## src/rtl/star_scan_scheduler.sv

```systemverilog
`default_nettype none
// ============================================================================
//  Module   : star_scan_scheduler
//  Purpose  : Star-finding sequencer. Raster-scans a WIDTH x HEIGHT pixel RAM
//             for bright pixels that lie outside every recorded star box.
//             Each such pixel launches the top/bottom measurement engine, and
//             the extents it returns are recorded. The block owns the single
//             RAM read port and hands it to the engine through mem_sel_o.
//  Ports    : clk_i/reset_i      clock, synchronous active-high reset
//             start_i            begin a scan (ignored while busy)
//             pix_val_i          RAM data, one cycle after the address
//             scan_x_o/scan_y_o  scanner RAM address (mem_sel_o = 0)
//             mem_sel_o          0 = scanner owns RAM, 1 = engine owns RAM
//             eng_*              engine launch / result handshake
//             star_*             star record write port and running count
//             busy_o/done_o      scan status; overflow_o = record table full
//  Option   : STAR_SCHED_TIMEOUT_EN adds a 6-bit engine watchdog with the
//             outputs eng_timeout_o and timeout_seen_o.
//  Revision : 1.0 - initial release
// ============================================================================
module star_scan_scheduler #(
    parameter int X_SZ      = 3,
    parameter int Y_SZ      = 3,
    parameter int WIDTH     = 6,
    parameter int HEIGHT    = 6,
    parameter int COL_SZ    = 3,
    parameter int THRESHOLD = 0,
    parameter int MAX_STARS = 4,
    parameter int IDX_SZ    = 2
) (
    input  logic              clk_i,
    input  logic              reset_i,
    input  logic              start_i,
    input  logic [COL_SZ-1:0] pix_val_i,
    output logic [X_SZ-1:0]   scan_x_o,
    output logic [Y_SZ-1:0]   scan_y_o,
    output logic              mem_sel_o,
    output logic              eng_start_o,
    output logic [X_SZ-1:0]   eng_x_o,
    output logic [Y_SZ-1:0]   eng_y_o,
    input  logic              eng_complete_i,
    input  logic [Y_SZ-1:0]   eng_top_i,
    input  logic [Y_SZ-1:0]   eng_bottom_i,
    input  logic [X_SZ-1:0]   eng_mid_i,
    output logic              star_wr_o,
    output logic [IDX_SZ-1:0] star_idx_o,
    output logic [X_SZ-1:0]   star_x_o,
    output logic [Y_SZ-1:0]   star_top_o,
    output logic [Y_SZ-1:0]   star_bottom_o,
    output logic [X_SZ-1:0]   star_mid_o,
    output logic [IDX_SZ:0]   star_count_o,
    output logic              busy_o,
    output logic              done_o,
`ifdef STAR_SCHED_TIMEOUT_EN
    output logic              eng_timeout_o,
    output logic              timeout_seen_o,
`endif
    output logic              overflow_o
);

    typedef enum logic [2:0] {
        S_IDLE      = 3'd0,
        S_SCAN_ADDR = 3'd1,
        S_SCAN_CHK  = 3'd2,
        S_LAUNCH    = 3'd3,
        S_WAIT_ENG  = 3'd4,
        S_RECORD    = 3'd5,
        S_NEXT      = 3'd6,
        S_DONE      = 3'd7
    } state_t;

    localparam logic [X_SZ-1:0]   c_xlast  = X_SZ'(WIDTH - 1);
    localparam logic [Y_SZ-1:0]   c_ylast  = Y_SZ'(HEIGHT - 1);
    localparam logic [X_SZ:0]     c_xmax   = (X_SZ + 1)'(WIDTH - 1);
    localparam logic [X_SZ:0]     c_xone   = (X_SZ + 1)'(1);
    localparam logic [IDX_SZ:0]   c_maxcnt = (IDX_SZ + 1)'(MAX_STARS);
    localparam logic [COL_SZ-1:0] c_thresh = COL_SZ'(THRESHOLD);

    state_t            state_q, state_d;
    logic [X_SZ-1:0]   x_q, x_d;
    logic [Y_SZ-1:0]   y_q, y_d;
    logic [X_SZ-1:0]   ex_q, ex_d;
    logic [Y_SZ-1:0]   ey_q, ey_d;
    logic [IDX_SZ:0]   count_q, count_d;
    logic              ovf_q, ovf_d;
    logic              first_q, first_d;

    // Recorded star boxes
    logic [X_SZ-1:0]   box_x_q   [MAX_STARS];
    logic [Y_SZ-1:0]   box_top_q [MAX_STARS];
    logic [Y_SZ-1:0]   box_bot_q [MAX_STARS];
    logic [X_SZ-1:0]   box_mid_q [MAX_STARS];

    logic [MAX_STARS-1:0] w_cover;
    logic                 w_covered;
    logic                 w_bright;
    logic                 w_last;
    logic                 w_step;
    logic                 w_rec;
    logic [IDX_SZ-1:0]    w_slot;

`ifdef STAR_SCHED_TIMEOUT_EN
    logic [5:0]        wdog_q, wdog_d;
    logic              tseen_q, tseen_d;
    logic              w_tmo;
`endif

    // ------------------------------------------------------------------
    // Coverage: a stored star with half-width h = mid - x claims columns
    // [x-h-1, mid+h+1] clamped to the image, over rows [top, bottom].
    // One extra bit keeps mid+h+1 from wrapping; the low bound is clamped
    // by comparison instead of subtraction so it cannot wrap below zero.
    // ------------------------------------------------------------------
    for (genvar gi = 0; gi < MAX_STARS; gi++) begin : g_cover
        localparam logic [IDX_SZ:0] c_slot = (IDX_SZ + 1)'(gi);
        logic [X_SZ:0] w_bx, w_mid, w_h, w_hp1, w_lo, w_hi_raw, w_hi;

        assign w_bx     = {1'b0, box_x_q[gi]};
        assign w_mid    = {1'b0, box_mid_q[gi]};
        assign w_h      = w_mid - w_bx;
        assign w_hp1    = w_h + c_xone;
        assign w_lo     = (w_bx < w_hp1) ? '0 : (w_bx - w_hp1);
        assign w_hi_raw = w_mid + w_hp1;
        assign w_hi     = (w_hi_raw > c_xmax) ? c_xmax : w_hi_raw;

        assign w_cover[gi] = (c_slot < count_q)
                           && (box_top_q[gi] <= y_q) && (y_q <= box_bot_q[gi])
                           && (w_lo <= {1'b0, x_q}) && ({1'b0, x_q} <= w_hi);
    end

    assign w_covered = |w_cover;
    assign w_bright  = (pix_val_i > c_thresh);
    assign w_last    = (x_q == c_xlast) && (y_q == c_ylast);
    assign w_rec     = (state_q == S_RECORD);
    assign w_slot    = count_q[IDX_SZ-1:0];

    // ------------------------------------------------------------------
    // Next-state logic
    // ------------------------------------------------------------------
    always_comb begin
        state_d = state_q;
        x_d     = x_q;
        y_d     = y_q;
        ex_d    = ex_q;
        ey_d    = ey_q;
        count_d = count_q;
        ovf_d   = ovf_q;
        first_d = first_q;
        w_step  = 1'b0;
`ifdef STAR_SCHED_TIMEOUT_EN
        wdog_d  = wdog_q;
        tseen_d = tseen_q;
        w_tmo   = 1'b0;
`endif
        case (state_q)
            S_IDLE, S_DONE: begin
                if (start_i) begin
                    state_d = S_SCAN_ADDR;
                    x_d     = '0;
                    y_d     = '0;
                    count_d = '0;
                    ovf_d   = 1'b0;
`ifdef STAR_SCHED_TIMEOUT_EN
                    tseen_d = 1'b0;
`endif
                end
            end
            S_SCAN_ADDR: state_d = S_SCAN_CHK;
            S_SCAN_CHK: begin
                if (!w_bright || w_covered) begin
                    // Skipped pixels step straight to the next address so a
                    // pixel costs two cycles; the final pixel goes through
                    // NEXT, which owns the end-of-frame decision.
                    if (w_last) begin
                        state_d = S_NEXT;
                    end else begin
                        w_step  = 1'b1;
                        state_d = S_SCAN_ADDR;
                    end
                end else if (count_q == c_maxcnt) begin
                    ovf_d   = 1'b1;
                    state_d = S_DONE;
                end else begin
                    ex_d    = x_q;
                    ey_d    = y_q;
                    state_d = S_LAUNCH;
                end
            end
            S_LAUNCH: begin
                first_d = 1'b1;
`ifdef STAR_SCHED_TIMEOUT_EN
                wdog_d  = '0;
`endif
                state_d = S_WAIT_ENG;
            end
            S_WAIT_ENG: begin
                // The first wait cycle may still see the previous run's
                // completion level, so it is never trusted.
                first_d = 1'b0;
                if (!first_q && eng_complete_i) begin
                    state_d = S_RECORD;
                end
`ifdef STAR_SCHED_TIMEOUT_EN
                else if (wdog_q == 6'd63) begin
                    w_tmo   = 1'b1;
                    tseen_d = 1'b1;
                    state_d = S_NEXT;
                end else begin
                    wdog_d = wdog_q + 6'd1;
                end
`endif
            end
            S_RECORD: begin
                count_d = count_q + 1'b1;
                state_d = S_NEXT;
            end
            S_NEXT: begin
                if (w_last) begin
                    state_d = S_DONE;
                end else begin
                    w_step  = 1'b1;
                    state_d = S_SCAN_ADDR;
                end
            end
            default: state_d = S_IDLE;
        endcase

        if (w_step) begin
            if (x_q == c_xlast) begin
                x_d = '0;
                y_d = y_q + 1'b1;
            end else begin
                x_d = x_q + 1'b1;
            end
        end
    end

    // ------------------------------------------------------------------
    // State registers
    // ------------------------------------------------------------------
    always_ff @(posedge clk_i) begin
        if (reset_i) begin
            state_q <= S_IDLE;
            x_q     <= '0;
            y_q     <= '0;
            ex_q    <= '0;
            ey_q    <= '0;
            count_q <= '0;
            ovf_q   <= 1'b0;
            first_q <= 1'b0;
        end else begin
            state_q <= state_d;
            x_q     <= x_d;
            y_q     <= y_d;
            ex_q    <= ex_d;
            ey_q    <= ey_d;
            count_q <= count_d;
            ovf_q   <= ovf_d;
            first_q <= first_d;
        end
    end

`ifdef STAR_SCHED_TIMEOUT_EN
    always_ff @(posedge clk_i) begin
        if (reset_i) begin
            wdog_q  <= '0;
            tseen_q <= 1'b0;
        end else begin
            wdog_q  <= wdog_d;
            tseen_q <= tseen_d;
        end
    end

    assign eng_timeout_o  = w_tmo;
    assign timeout_seen_o = tseen_q;
`endif

    // Box table: written once per recorded star into the next free slot
    always_ff @(posedge clk_i) begin
        if (reset_i) begin
            for (int i = 0; i < MAX_STARS; i++) begin
                box_x_q[i]   <= '0;
                box_top_q[i] <= '0;
                box_bot_q[i] <= '0;
                box_mid_q[i] <= '0;
            end
        end else if (w_rec) begin
            box_x_q[w_slot]   <= ex_q;
            box_top_q[w_slot] <= eng_top_i;
            box_bot_q[w_slot] <= eng_bottom_i;
            box_mid_q[w_slot] <= eng_mid_i;
        end
    end

    // ------------------------------------------------------------------
    // Outputs; record fields are gated so they read zero outside RECORD
    // ------------------------------------------------------------------
    assign scan_x_o      = x_q;
    assign scan_y_o      = y_q;
    assign mem_sel_o     = (state_q == S_LAUNCH) || (state_q == S_WAIT_ENG);
    assign eng_start_o   = (state_q == S_LAUNCH);
    assign eng_x_o       = ex_q;
    assign eng_y_o       = ey_q;
    assign star_wr_o     = w_rec;
    assign star_idx_o    = w_rec ? w_slot       : '0;
    assign star_x_o      = w_rec ? ex_q         : '0;
    assign star_top_o    = w_rec ? eng_top_i    : '0;
    assign star_bottom_o = w_rec ? eng_bottom_i : '0;
    assign star_mid_o    = w_rec ? eng_mid_i    : '0;
    assign star_count_o  = count_q;
    assign busy_o        = (state_q != S_IDLE) && (state_q != S_DONE);
    assign done_o        = (state_q == S_DONE);
    assign overflow_o    = ovf_q;

endmodule
`default_nettype wire

```

## config.mk

```make
export PLATFORM = sky130hd
export DESIGN_NAME = star_scan_scheduler
export DESIGN_NICKNAME = d
export VERILOG_FILES = /design/src/rtl/star_scan_scheduler.sv
export SDC_FILE = /design/constraint.sdc
export NUM_CORES = 1
export LEC_CHECK = 0
export CORE_MARGIN = 4
export CORE_UTILIZATION = 50
export DETAILED_ROUTE_END_ITERATION = 10
export GPL_ROUTABILITY_DRIVEN = 0
export PLACE_DENSITY = 0.74
export SYNTH_ARGS = -nofsm -noshare
export SYNTH_HDL_FRONTEND = slang
export SYNTH_SLANG_ARGS = --single-unit
```

## constraint.sdc

```tcl
create_clock -name clk_i -period 3.85 [get_ports clk_i]
set_input_delay 0.77 -clock clk_i [delete_from_list [all_inputs] [get_ports clk_i]]
set_output_delay 0.77 -clock clk_i [all_outputs]
set_load 0.01 [all_outputs]
```

==> qor.txt, run 1 <==
Outcome: complete, but fails checks
Failing checks: negative setup slack
Clock Latency Late Sink: 360 ps
Area Growth Syn to Fin: 34.7%
Hold slack: 503 ps
RSZ-0062 raised after global routing: yes
Syn Nets: 688
Syn avg cell area: 9.43 µm²
Initial DRC count: 244
Maximum clock path buffer count: 2
Clock Sink Count: 68
Fin. max-slew vios: 0
Clk slew on worst S/H paths: 80 ps
Vias: 4,528
F_max: 0.233 GHz
Maximum VDD drop: 0.273 mV
Static Leak: 3.19 nW
Antenna viol nets, final: 0
Die H: 111 µm
Routed vias/inst: 5.48
Final wirelength: 14,100 µm
Number of synthesized flops with an enable pin: 48
Main flop type after synthesis: edfxtp_1
Fin Setup TNS: -5630 ps
Worst-path fanout max: 5
Count leader, synth: ha_1
Arrival time at the worst endpoint: 4540 ps
Post-CTS Hold Buffers: 0
Total power: 2.05 mW
Nets@finish: 805
Yosys top cell area share: 26.9%
Dpl ws: -483 ps
Worst-Margin Slew: 771 ps
Die Width: 111 µm
DRC Markers: 0
Avg WL per Cell: 17.0 µm
Critical path class: flip-flop to flip-flop
Shortest period the worst path allows: 4290 ps
Die area: 12,400 µm²
Largest cells by area after synthesis: edfxtp_1 (27%), ha_1 (22%), dfxtp_1 (7.5%), inv_1 (6.3%), fa_1 (4.5%)
Final setup vio count: 16
# rows: 37
Fin. Hold Viols: 0
Library cells used by synthesis: 46
Yosys warns: 0
Clock root cell: clkbuf_8
CTS tree: built
TritonCTS Buffers: 9
Synth area leader: edfxtp_1
Dpl hpwl: 10,600 µm
Final std cells w/o fill: 826
Dpl cells: 798
Maxcap violations: 0
Worst setup slack after layout: -437 ps
Flops & latches, synth: 68
Cells after Synth: 568
Crit start category: flip-flop
Largest net degree at the start of global routing: 39
Global-route wire length before repair: 22,400 µm
Worst EP required: 4100 ps
# port buffers: 50
Seq/Total Area, Yosys: 34.4%
H-tree levels: 3
Most frequent cells after synthesis: ha_1 (92), inv_1 (90), nor2_1 (54)
Starting Density: 51.6%
Vias in the first global route: 4,683
Fraction of layout cells with a size suffix above 1: 22.0%
1st-pass router iterations: 5
Hold Path Class: flip-flop to flip-flop
Slew headroom: 48.2%
Clock skew: 9.78 ps
PwrDens: 284 nW/µm²
Ports: 51
Worst Setup End Kind: flip-flop
Post-synth ARST share: 0%
Core Box Area: 10,400 µm²
Initial antenna violation count: 0
Ant diodes: 0
Total global routing overflow: 0
Fin crit share: 111%
Mapped Area: 5350 µm²
Total global-route track usage: 22.4%
## final timing paths
| kind | from | end | slack [ps] | cells past startpoint |
|---|---|---|---|---|
| setup reg to reg | box_x_q[1][1] | state_q[0] | -440 | 20 |
| hold / removal | overflow_o | overflow_o | 500 | 2 |
| setup / recovery | box_x_q[1][1] | state_q[0] | -440 | 20 |
| hold reg to reg | overflow_o | overflow_o | 500 | 2 |
## kinds of logic (layout without fill, tap and decap cells)
logic type	Yosys count	count (layout)	synth area share, %
XOR/XNOR	22	22	3.60
buffers and inverters	103	225	7.22
adder cells (fa/ha/maj)	104	104	26.0
flip-flops	68	68	34.4
AND/OR/NAND/NOR	172	172	15.6
AO/OA/AOI/OAI	89	89	11.2
multiplexers	10	10	1.94
## layer usage
layer  up-vias  global-route usage (%)  part of all wire [%]
li1       2181                       -                     -
met1      2168                    26.4                    41
met2       150                    41.0                    52
met3        29                    3.97                   4.5
met4         0                    7.46                   2.5
met5         -                       0                     0
## placed cells by master, fill, tap and decap left out, types with 20 or more instances in the layout
cell type        netlist  routed
dfxtp_1               20      20
ha_1                  92      77
nand2_1               30      29
and2_1                25      25
nand3_1               20      20
buf_4                  0      62
nor2_1                54      53
clkdlybuf4s50_1        0      50
inv_1                 90      86
edfxtp_1              48      48
## worst max-delay path: stages (launching register included)
cell and delay, ps:
edfxtp_1 400, ha_1 300, inv_1 50, ha_2 200
fa_2 580, ha_4 220, a21oi_4 130, xor2_1 100
nor2_1 150, nand2_1 110, ha_4 280, nor2b_2 130
o21ai_1 70, a32oi_2 220, a2111oi_4 80, a2111oi_4 360
buf_6 190, buf_4 130, nor2_4 40, a21o_1 180
a221oi_1 250
## registers in the layout, summed over array words and instances, names as in the netlist
register      cells
star_count_o      3
box_mid_q        12
eng_y_o           3
box_top_q        12
overflow_o        1
box_x_q          12
first_q           1
state_q           3
eng_x_o           3
box_bot_q        12
scan_y_o          3
scan_x_o          3
## area by class of cell
type                            count  area (µm²)
Tap cell                          136         170
Sequential cell                    68        1840
Clock inverter                      6        95.1
Multi-Input combinational cell    397        3590
Timing Repair Buffer              118        1030
Fill cell                         762        3160
Clock buffer                       10         138
Inverter                           91         342
## stage by stage
step | area (µm²) | utilization (%)
after floorplan | 5520 | -
after global placement | 6570 | 63.3
after CTS | 6910 | 66.7
after detailed placement | 6570 | 63.3
after global routing | 7210 | 69.5
final | 7210 | 69.5
## report_power, final
| part | internal, mW | switching, mW |
|---|---|---|
| clock network | 0.389 | 0.301 |
| registers | 0.800 | 0.0150 |
| logic | 0.270 | 0.274 |
| total | 1.46 | 0.590 |
## repair_timing
item / 4_1_cts / 5_1_grt
gates resized for setup: 18 / 40
buffers inserted: 7 / 7
pin swaps: 17 / 43
setup endpoints to repair: 16 / 16
No activity file was read; power rests on OpenSTA's default activity.
==> run 2, diff against run 1 <==
--- a/config.mk
+++ b/config.mk
@@ -6,10 +6,10 @@
 export NUM_CORES = 1
 export LEC_CHECK = 0
 export CORE_MARGIN = 4
-export CORE_UTILIZATION = 50
+export CORE_UTILIZATION = 53
 export DETAILED_ROUTE_END_ITERATION = 10
 export GPL_ROUTABILITY_DRIVEN = 0
-export PLACE_DENSITY = 0.74
+export PLACE_DENSITY = 0.78
 export SYNTH_ARGS = -nofsm -noshare
 export SYNTH_HDL_FRONTEND = slang
 export SYNTH_SLANG_ARGS = --single-unit
==> constraint.sdc (replaced) <==
create_clock -name clk_i -period 3.85 [get_ports clk_i]
set_input_delay 0.77 -clock clk_i [delete_from_list [all_inputs] [get_ports clk_i]]
set_output_delay 0.77 -clock clk_i [all_outputs]
set_load 0.1 [all_outputs]
==> qor.txt, run 2 (synthesis gave the netlist of run 1 again) <==
CTS tree: built
Post-CTS Hold Buffers: 0
Critical Path Max Stage Delay: 580 ps
Top cell by count, worst path: ha_4
Routed vias/inst: 5.72
Nets@finish: 795
Most common cell after layout, fill and taps aside: inv_1
# rows: 36
Ant diodes: 0
DRC Markers: 0
Antenna viol nets, final: 0
Core Box Area: 9820 µm²
Fraction of layout cells with a size suffix above 1: 24.3%
Clock root cell: clkbuf_8
Static Leak: 3.17 nW
Shortest period the worst path allows: 4460 ps
Hold EP: eng_y_o[2]
Total power: 2.11 mW
Critical path class: flip-flop to flip-flop
Arrival time at the worst endpoint: 4690 ps
Ports: 51
Outcome: complete, but fails checks
Final wirelength: 15,100 µm
Die area: 11,800 µm²
Maximum VDD drop: 0.292 mV
Total global-route track usage: 25.9%
Die H: 109 µm
Crit path max-delay family: adder cells
Clock Sink Count: 68
Worst-Margin Slew: 987 ps
Initial antenna violation count: 0
1st-pass router iterations: 5
Final setup vio count: 16
Dpl hpwl: 10,700 µm
Worst EP required: 4080 ps
# port buffers: 50
PwrDens: 299 nW/µm²
CP cell instances: ha_4, inv_2, ha_4, fa_2, ha_4, a21oi_4, xor2_2, buf_4, a211o_1, ha_2, nor2b_2, o21ai_2, a32oi_2, nor4_4, a2111oi_4, clkbuf_16, nand4_1, buf_6, mux2i_1, nor2_1
Largest net degree at the start of global routing: 31
Avg WL per Cell: 18.5 µm
R2R setup slack: -610 ps
Crit-path slowest cell: fa_2
Hold Crit Depth: 2
Die Width: 109 µm
Clk slew on worst S/H paths: 80 ps
Cell Area, Placed: 6480 µm²
Maximum clock path buffer count: 2
Most frequent cells in the layout: inv_1 (85), ha_1 (75), buf_4 (74)
FF-to-FF path depth: 20
Hold Crit Start: eng_y_o[2]
Design area: 7070 µm²
Clock Latency Late Sink: 360 ps
Initial DRC count: 325
Maxcap violations: 0
Fin. Hold Viols: 0
Area Growth Syn to Fin: 32.1%
Vias in the first global route: 4,860
Clock skew: 8.80 ps
Worst-path fanout max: 6
TritonCTS Buffers: 9
Vias: 4,648
Critical path buffer and inverter count: 4
RR Endpoint: eng_x_o[0]
Starting Density: 54.5%
Fin. max-slew vios: 0
Total global routing overflow: 0
Hold Path Class: flip-flop to flip-flop
H-tree levels: 3
Slew headroom: 34.0%
Reg-to-reg startpoint: box_x_q[0][1]
Worst Setup End Kind: flip-flop
Fin crit share: 116%
RSZ-0062 raised after global routing: yes
Worst setup slack after layout: -607 ps
F_max: 0.224 GHz
Crit start category: flip-flop
Failing checks: negative setup slack
Global-route wire length before repair: 23,500 µm
[run 2: cell types whose count changed in the layout (fill, tap and decap cells not counted), sizes merged]
cell,before,now
buf,68,78
bufinv,2,3
clkdlybuf4s50,50,29
clkinvlp,0,1
inv,92,90
clkbuf,10,11
[run 2: layout make-up]
| type | count | area, µm² |
|---|---|---|
| clock buffers | 10 | 138 |
| clock inverters | 6 | 111 |
| fillers | 701 | 2750 |
| inverters | 91 | 342 |
| multi-input cells | 397 | 3560 |
| flip-flops and latches | 68 | 1840 |
| well taps | 133 | 166 |
| repair buffers | 108 | 916 |
[run 2: repair_timing]
action	in CTS	in global routing
gates resized for setup	21	34
hold endpoints to repair	0	0
buffers inserted	7	2
setup endpoints to repair	16	16
pin swaps	44	26
[run 2: through the flow]
stage / setup TNS (ps) / worst slack, ps / instances / hold WS (ps) / utilization [%]
after floorplan: -1100 / -136 / 568 / 461 / -
after global placement: -3610 / -353 / 791 / 477 / 66.0
after detailed placement: -6800 / -480 / 791 / 483 / 66.0
after CTS: -5730 / -420 / 811 / 500 / 69.9
after global routing: -10940 / -803 / 813 / 532 / 72.0
final: -8100 / -607 / 813 / 504 / 72.0
[run 2: worst min-delay path: stages (launching register included)]
cell	delay, ps
dfxtp_1	330
mux2i_1	70
nor2_1	70
[run 2: how the worst max path moves through the flow]
stage / from / to / slack, ps / cells past startpoint
after floorplan: box_mid_q[1][1] / eng_y_o[0] / -140 / 19
after global placement: box_x_q[2][1] / scan_y_o[1] / -350 / 18
after detailed placement: box_x_q[0][1] / overflow_o / -480 / 19
after CTS: box_x_q[3][1] / overflow_o / -420 / 18
after global routing: box_x_q[0][1] / eng_x_o[0] / -800 / 20
final: box_x_q[0][1] / eng_x_o[0] / -610 / 20
[run 2: power by group]
part           internal (mW)  switching (mW)
Combinational          0.257           0.292
Sequential             0.800          0.0167
Clock                  0.448           0.297
[run 2: metal layers]
| layer | global-route usage [%] | part of all wire, % | routed length, µm |
|---|---|---|---|
| met5 | 0 | 0 | 0 |
| met4 | 14.6 | 6.5 | 974 |
| met3 | 5.25 | 6.4 | 957 |
| met2 | 45.7 | 50 | 7460 |
| met1 | 28.8 | 38 | 5670 |
